File: src/rtl/map_pkg.sv
// Shared map geometry, edit opcodes and edit-sequencer states for the tile-map
// edit path.
package map_pkg;

    localparam int unsigned MAP_W = 128;
    localparam int unsigned MAP_H = 64;

    typedef enum logic [1:0] {OP_NONE, OP_BREAK, OP_PLACE, OP_RSVD} map_op_t;

    typedef enum logic [1:0] {S_IDLE, S_ISSUE, S_GAP} state_t;

endpackage

File: src/rtl/rr_arbiter.sv
// Combinational round-robin arbiter: the grant goes to the first requester at or after
// last+1, wrapping past N_REQ-1.
module rr_arbiter #(
    parameter int unsigned N_REQ = 3,
    parameter int unsigned IDX_W = (N_REQ > 1) ? $clog2(N_REQ) : 1
) (
    input  logic [N_REQ-1:0] req,
    input  logic [IDX_W-1:0] last,
    output logic [N_REQ-1:0] gnt,
    output logic [IDX_W-1:0] gnt_idx
);

    logic             found;
    int unsigned      k;
    logic [IDX_W-1:0] k_idx;

    always_comb begin
        gnt     = '0;
        gnt_idx = '0;
        found   = 1'b0;
        k       = 0;
        k_idx   = '0;
        // Offsets 1..N_REQ visit last+1 first and last itself at the very end.
        for (int unsigned i = 1; i <= N_REQ; i++) begin
            k     = (32'(last) + i) % N_REQ;
            k_idx = IDX_W'(k);
            if (!found && req[k_idx]) begin
                found      = 1'b1;
                gnt[k_idx] = 1'b1;
                gnt_idx    = k_idx;
            end
        end
    end

endmodule

File: src/rtl/map_edit_arbiter.sv
// Arbitrates block-edit requests onto the tile-map edit port. It range-checks each
// request and then times the hold and gap phases of every edit.
module map_edit_arbiter
    import map_pkg::map_op_t, map_pkg::state_t, map_pkg::OP_NONE, map_pkg::OP_BREAK,
           map_pkg::OP_PLACE, map_pkg::S_IDLE, map_pkg::S_ISSUE, map_pkg::S_GAP;
#(
    parameter int unsigned N_REQ      = 3,
    parameter int unsigned MAP_W      = map_pkg::MAP_W,
    parameter int unsigned MAP_H      = map_pkg::MAP_H,
    parameter int unsigned OP_CYCLES  = 2,
    parameter int unsigned GAP_CYCLES = 2
) (
    input  logic                Clk,
    input  logic                Reset_n,
    input  logic [N_REQ-1:0]    req_valid,
    output logic [N_REQ-1:0]    req_ready,
    input  logic [N_REQ*10-1:0] req_x,
    input  logic [N_REQ*10-1:0] req_y,
    input  logic [N_REQ*2-1:0]  req_op,
    input  logic [N_REQ*4-1:0]  req_id,
    input  logic                lock,
    output logic [9:0]          changex,
    output logic [9:0]          changey,
    output logic [1:0]          operation,
    output logic [3:0]          push_id,
    output logic                busy,
    output logic                err_valid,
    output logic [2:0]          err_src
);

    localparam int unsigned IDX_W = (N_REQ > 1) ? $clog2(N_REQ) : 1;

    state_t           state_q, state_d;
    logic [2:0]       cnt_q, cnt_d;
    logic [IDX_W-1:0] last_q, last_d;
    logic [9:0]       x_q, x_d, y_q, y_d;
    map_op_t          op_q, op_d;
    logic [3:0]       id_q, id_d;
    logic             err_valid_q, err_valid_d;
    logic [2:0]       err_src_q, err_src_d;

    logic [N_REQ-1:0] gnt;
    logic [IDX_W-1:0] gnt_idx;
    logic             grant_en, accept, legal;
    logic [9:0]       sel_x, sel_y;
    logic [1:0]       sel_op;
    logic [3:0]       sel_id;

    rr_arbiter #(
        .N_REQ (N_REQ),
        .IDX_W (IDX_W)
    ) u_rr_arbiter (
        .req     (req_valid),
        .last    (last_q),
        .gnt     (gnt),
        .gnt_idx (gnt_idx)
    );

    assign grant_en  = (state_q == S_IDLE) && !lock;
    assign req_ready = grant_en ? gnt : '0;
    assign accept    = grant_en && (|gnt);

    // One-hot mux of the winner's payload.
    always_comb begin
        sel_x  = '0;
        sel_y  = '0;
        sel_op = '0;
        sel_id = '0;
        for (int i = 0; i < int'(N_REQ); i++) begin
            if (gnt[i]) begin
                sel_x  = req_x[10*i +: 10];
                sel_y  = req_y[10*i +: 10];
                sel_op = req_op[2*i +: 2];
                sel_id = req_id[4*i +: 4];
            end
        end
    end

    assign legal = (32'(sel_x) < MAP_W) && (32'(sel_y) < MAP_H) &&
                   ((sel_op == OP_BREAK) || (sel_op == OP_PLACE));

    always_comb begin
        state_d     = state_q;
        cnt_d       = cnt_q;
        last_d      = last_q;
        x_d         = x_q;
        y_d         = y_q;
        op_d        = op_q;
        id_d        = id_q;
        err_valid_d = 1'b0;
        err_src_d   = err_src_q;
        unique case (state_q)
            S_IDLE: begin
                if (accept) begin
                    last_d = gnt_idx;
                    if (legal) begin
                        x_d     = sel_x;
                        y_d     = sel_y;
                        op_d    = map_op_t'(sel_op);
                        id_d    = (sel_op == OP_PLACE) ? sel_id : 4'd0;
                        cnt_d   = 3'(OP_CYCLES - 1);
                        state_d = S_ISSUE;
                    end else begin
                        // The request is consumed; the requester only sees the error pulse.
                        err_valid_d = 1'b1;
                        err_src_d   = 3'(gnt_idx);
                    end
                end
            end
            S_ISSUE: begin
                if (cnt_q == 3'd0) begin
                    op_d    = OP_NONE;
                    cnt_d   = 3'(GAP_CYCLES - 1);
                    state_d = S_GAP;
                end else begin
                    cnt_d = cnt_q - 3'd1;
                end
            end
            S_GAP: begin
                if (cnt_q == 3'd0) begin
                    state_d = S_IDLE;
                end else begin
                    cnt_d = cnt_q - 3'd1;
                end
            end
            default: state_d = S_IDLE;
        endcase
    end

    always_ff @(posedge Clk or negedge Reset_n) begin
        if (!Reset_n) begin
            state_q     <= S_IDLE;
            cnt_q       <= '0;
            last_q      <= IDX_W'(N_REQ - 1);
            x_q         <= '0;
            y_q         <= '0;
            op_q        <= OP_NONE;
            id_q        <= '0;
            err_valid_q <= 1'b0;
            err_src_q   <= '0;
        end else begin
            state_q     <= state_d;
            cnt_q       <= cnt_d;
            last_q      <= last_d;
            x_q         <= x_d;
            y_q         <= y_d;
            op_q        <= op_d;
            id_q        <= id_d;
            err_valid_q <= err_valid_d;
            err_src_q   <= err_src_d;
        end
    end

    assign changex   = x_q;
    assign changey   = y_q;
    assign operation = op_q;
    assign push_id   = id_q;
    assign busy      = (state_q != S_IDLE);
    assign err_valid = err_valid_q;
    assign err_src   = err_src_q;

endmodule

File: config.mk
export PLATFORM = sky130hd
export DESIGN_NAME = map_edit_arbiter
export DESIGN_NICKNAME = d
export VERILOG_FILES = /design/src/rtl/map_pkg.sv /design/src/rtl/rr_arbiter.sv /design/src/rtl/map_edit_arbiter.sv
export SDC_FILE = /design/constraint.sdc
export NUM_CORES = 1
export LEC_CHECK = 0
export ABC_AREA = 1
export CORE_UTILIZATION = 45
export DETAILED_ROUTE_END_ITERATION = 7
export GPL_TIMING_DRIVEN = 1
export HOLD_SLACK_MARGIN = 0.08
export PLACE_DENSITY = 0.84
export SLEW_MARGIN = 5
export SYNTH_ARGS = -nofsm -noshare
export SYNTH_HDL_FRONTEND = slang
export SYNTH_SLANG_ARGS = --single-unit
File: constraint.sdc
create_clock -name Clk -period 10.5 [get_ports Clk]
set_clock_uncertainty 0.1 [all_clocks]
set_input_delay 3.15 -clock Clk [delete_from_list [all_inputs] [get_ports Clk]]
set_output_delay 3.15 -clock Clk [all_outputs]
set_load 0.02 [all_outputs]
==> out/results.txt, run 1 <==
Status: completed
Static leakage: 1.77 nW
Seq/Total Area, Yosys: 35.4%
Die width: 77.3 um
Req. time, crit path: 7.25 ns
Post-CTS Resized: 0
Worst-path fanout max: 29
Total gr overflow: 0
Min Tclk post-route: 9.14 ns
Crit start category: input pin
Num rows: 27
Aggregate global-route resource usage: 24.9%
Post-synthesis register bit count: 36
Core footprint: 5470 um^2
Most Crowded Layer GR: met2
Routed Antenna Nets: 0
First-pass GRT wire length: 11.9 mm
Synth-to-Final Area Change: 49.2%
Vias per cell: 5.07
Wire per inst: 13.0 um
Routability-driven placement congestion ratio: 0.795
Htree depth: 2
Pwr Density: 352 nW/um^2
Mapped cell area: 2550 um^2
Die Y: 77.3 um
Vias in the first global route: 2708
Pin count of the biggest net entering global routing: 39
Logic pwr share: 74.7%
Final Max Slew Viols: 0
Clock root buffer: clkbuf_8
Post-Route WL: 7.06 mm
Reg power frac: 16.2%
Synth top area share: 34.3%
Post-synth top area cell: dfrtp_1
Total design power: 1.34 mW
Ys Warns: 0
Max-cap violation count: 0
Port Buffers: 116
Hold Path Class: flip-flop to flip-flop
Endpoint class of the critical path: primary output
CTS tree: yes
# nets final: 564
Initial DRC Count: 116
Final TNS setup: 0 ns
Post-synthesis cell type count: 34
CTS Hold Bufs: 0
Cell with the most instances after synthesis: nand2_1
Max rail drop VDD: 0.000243 V
Clock network power share: 9.1%
Number of buffers created by CTS: 5
Die area: 5970 um^2
Post-CTS Setup Repair Bufs: 0
Via count: 2750
Remaining DRCs: 0
Initial antenna violation count: 0
Clk_lat worst skew: 0.29 ns
Commonest register cell after synthesis: dfrtp_1
Worst slew pin tran: 0.839 ns
Post-synth ARST share: 100%
DR pass1 iterations: 4
M3 GR Usage: 7.38%
Mean Syn Cell Area: 7.07 um^2
Met1 usage: 28.8%
Share of cells above drive strength 1: 7.45%
Synth area leaders: dfrtp_1, nand2_1, a21oi_1
Slew HR: 43.9%
Pint: 0.628 mW
Clock Pin Slew Worst Setup and Hold Paths: 0.07 ns
Sw power: 0.710 mW
Clock sink total: 36
N_diodes: 0
Final setup fails: 0
Num ports: 118
Critical Path AT: 5.89 ns
Max Clock Freq: 0.109 GHz
CTS max path bufs: 2
Post-synthesis cell count: 361
Final HPWL DP: 5.37 mm
RSZ-0062 raised after global routing: no
Global routing usage on met2: 42.9%
Fin. Hold Viols: 0
Post-synth EDFFs: 0
Crit Path Class: input pin to primary output
Syn nets: 456
Sw frac: 53.1%
Starting density of the core: 46.6%
Fin crit share: 87.0%
Synth cell count leaders: nand2_1, a21oi_1, inv_1, dfrtp_1, nor2_1
## power groups by stage
stage	clock network [mW]	registers [mW]	logic, mW
5_1_grt	0.130	0.222	1.12
4_1_cts	0.125	0.217	0.996
6_report	0.122	0.216	1.00
3_3_place_gp	0	0.217	0.963
3_5_place_dp	0	0.218	0.993
2_1_floorplan	0	0.261	0.711
## worst max-delay path: stages
cell and delay [ns]:
clkdlybuf4s50_1 0.52, inv_1 0.07, nand2_1 0.05, nand3_1 0.06, nand2_1 0.12, nand3_1 0.14, o21ai_2 0.13, buf_4 0.30
inv_1 0.36, nor2_1 0.32, clkdlybuf4s50_1 0.65
## area by class of cell
cell class	count	area, um^2
fillers	482	1670
multi-input cells	265	1370
repair buffers	117	1160
flip-flops and latches	36	902
inverters	44	165
well taps	72	90.1
clock buffers	5	68.8
clock inverters	3	42.5
## state kept, by name (all words and copies together) (netlist names)
name	cells
changex	10
changey	10
cnt_q	3
err_src	2
err_valid	1
last_q	2
operation	2
push_id	4
state_q	2
## per-stage QoR
stage                     instance area [um^2]  instances  setup slack (ns)  utilization, %  hold slack (ns)
after floorplan                           2550        361              3.09               -            0.342
after global placement                    3690        534              1.51            67.5            0.356
after detailed placement                  3690        534              1.42            67.5            0.366
after CTS                                 3810        542              1.41            69.5            0.385
after global routing                      3810        542              1.14            69.5            0.410
final                                     3810        542              1.36            69.5            0.382
## metal layers
metal | share of wire, % | vias up
met2 | 50 | 115
met3 | 7.7 | 15
met1 | 40 | 1240
met5 | 0 | -
met4 | 2.0 | 0
li1 | - | 1380
## final timing paths
kind	slack [ns]	cells after the start	from	endpoint
min in group asynchronous	2.84	1	Reset_n	cnt_q[0]
max in group asynchronous	6.96	1	Reset_n	changex[2]
min reg2reg	0.38	2	operation[0]	operation[0]
max	1.36	11	req_valid[0]	req_ready[2]
min	0.38	2	operation[0]	operation[0]
max reg2reg	5.90	22	last_q[0]	state_q[0]
## cells by family (layout without fill, tap and decap cells)
logic type	Yosys count	count (layout)	share of synthesized area, %
AOI/OAI and AO/OA	88	88	19.3
xor gates and xnor gates	1	1	0.343
and+or+nand+nor	164	164	28.7
DFF	36	36	35.4
adders and majority gates	11	11	5.39
other	1	1	0.147
buffers and inverters	60	169	10.8
## layout by cell type (no fill, tap or decap), drive strengths merged
cell / Yosys / routed
nand2: 95 / 95
clkinvlp: 0 / 1
dfrtp: 35 / 35
nand3: 23 / 23
clkinv: 0 / 1
nand4: 7 / 7
o21ai: 28 / 28
clkdlybuf4s50: 0 / 115
a21oi: 44 / 44
o21a: 12 / 12
dfstp: 1 / 1
nor2: 33 / 33
conb: 1 / 1
inv: 44 / 44
clkbuf: 4 / 5
ha: 11 / 11
a31o: 1 / 1
buf: 12 / 2
bufinv: 0 / 1
or2: 3 / 3
o22ai: 1 / 1
o21bai: 2 / 2
xnor2: 1 / 1
nor3: 3 / 3
Note: power is estimated with default switching activity, not from simulation.
==> run 2: changes to the inputs <==
--- a/config.mk
+++ b/config.mk
@@ -6,6 +6,7 @@
 export NUM_CORES = 1
 export LEC_CHECK = 0
 export ABC_AREA = 1
+export CORE_ASPECT_RATIO = 0.6
 export CORE_UTILIZATION = 45
 export DETAILED_ROUTE_END_ITERATION = 7
 export GPL_TIMING_DRIVEN = 1
==> run 2 against run 1 <==
  * First-iteration DRC count increased by 40%
  * Sequential share of layout area about the same
  * Final cell count decreased by 1.1%
  * Hold slack got worse by 0.0086 ns
  * Power increased by 1.3%
  * Setup slack improved by 0.078 ns
  * Flip-flop and latch count unchanged
  * Non-clock buffer count unchanged
  * Sequential power about the same
==> out/results.txt, run 2 (synthesized netlist as in run 1, its figures left out) <==
Status: completed
Routed Antenna Nets: 0
CTS Hold Bufs: 0
Worst slew pin tran: 0.858 ns
Register area: 902 um^2
Final TNS setup: 0 ns
Min Tclk post-route: 9.06 ns
Aggregate global-route resource usage: 26.9%
Final setup fails: 0
Routability-driven placement congestion ratio: 0.919
# nets final: 564
Post-CTS Setup Repair Bufs: 0
Core footprint: 5260 um^2
Wire per inst: 14.3 um
FF-to-FF path depth: 23
Worst slack, placed: 1.44 ns
Max-cap violation count: 0
RSZ-0062 raised after global routing: no
Final worst slack: 1.44 ns
Vias in the first global route: 2739
Multi-input gate area: 1370 um^2
Post-CTS Resized: 0
Hold Path Class: flip-flop to flip-flop
Max rail drop VDD: 0.000190 V
First-pass GRT wire length: 12.4 mm
Crit start category: input pin
Clock Pin Slew Worst Setup and Hold Paths: 0.07 ns
Static leakage: 1.77 nW
Most Crowded Layer GR: met2
Die width: 99.2 um
Most frequent cells in the layout: clkdlybuf4s50_1, nand2_1, a21oi_1
Slew HR: 42.7%
Htree depth: 2
Met1 usage: 32.1%
Total design power: 1.36 mW
Clock root buffer: clkbuf_8
Fin. Hold Viols: 0
Commonest non-fill, non-tap cell in the layout: clkdlybuf4s50_1
Share of cells above drive strength 1: 7.45%
Worst-path fanout max: 27
Clk_lat worst skew: 0.29 ns
Pin count of the biggest net entering global routing: 39
CTS max path bufs: 2
Max Clock Freq: 0.110 GHz
Endpoint class of the critical path: primary output
N_diodes: 0
Initial DRC Count: 162
Remaining DRCs: 0
Synth-to-Final Area Change: 48.9%
Critical Path AT: 5.81 ns
Final HPWL DP: 5.76 mm
Num rows: 20
Crit Path Class: input pin to primary output
Post-Route WL: 7.64 mm
CTS tree: yes
Die Y: 60.3 um
Global routing usage on met2: 45.8%
Num ports: 118
Req. time, crit path: 7.25 ns
Initial antenna violation count: 0
Fill cells: 420
Final Max Slew Viols: 0
Number of buffers created by CTS: 5
M3 GR Usage: 8.42%
Vias per cell: 5.31
Fin crit share: 86.3%
Die area: 5980 um^2
Port Buffers: 116
Pwr Density: 357 nW/um^2
Total gr overflow: 0
Clock sink total: 36
Via count: 2845
DR pass1 iterations: 6
Hold Path Depth: 2
Starting density of the core: 48.5%
==> run 2: cell counts in the layout (fill, tap and decap cells not counted) <==
No cell type changed its count.
==> run 2: path summary, 6_finish.rpt <==
kind | start | to | slack [ns]
setup reg to reg | last_q[0] | changey[1] | 5.95
hold / removal | cnt_q[1] | cnt_q[1] | 0.37
max in group asynchronous | Reset_n | cnt_q[2] | 6.94
setup / recovery | req_valid[1] | req_ready[1] | 1.44
hold reg to reg | cnt_q[1] | cnt_q[1] | 0.37
min in group asynchronous | Reset_n | changey[9] | 2.84
==> run 2: stage by stage <==
stage / util [%] / std cells / instance area, um^2 / hold WS [ns]
finish: 72.3 / 536 / 3800 / 0.374
global route: 72.3 / 536 / 3800 / 0.395
CTS: 72.3 / 536 / 3800 / 0.379
detailed placement: 70.2 / 528 / 3690 / 0.361
global placement: 70.2 / 528 / 3690 / 0.359
floorplan: - / 361 / 2550 / 0.342
==> run 2: power by group <==
part,switching (mW),internal [mW],leakage [nW]
registers,0.0276,0.189,0.450
clock network,0.0533,0.0703,0.0541
logic,0.647,0.370,1.26
total,0.727,0.629,1.77
==> run 2: metal layers <==
metal,up-vias,wire (um)
met1,1314,3150
met2,130,3620
met3,21,637
li1,1380,-
met5,-,0
met4,0,229
==> run 2: final cells by class <==
type                            count  area share [%]
Clock buffer                        5            1.81
Clock inverter                      3            1.12
Inverter                           44            4.35
Multi-Input combinational cell    265            36.2
Sequential cell                    36            23.7
Tap cell                           66            2.17
Timing Repair Buffer              117            30.6
==> run 2: critical path, stage by stage <==
cell	delay (ns)
clkdlybuf4s50_1	0.50
nand2_1	0.09
nand3_2	0.11
nand2_4	0.07
inv_2	0.08
nand2_1	0.05
nand2_1	0.08
inv_2	0.03
nand2_2	0.39
inv_2	0.32
nor2_2	0.29
clkdlybuf4s50_1	0.65
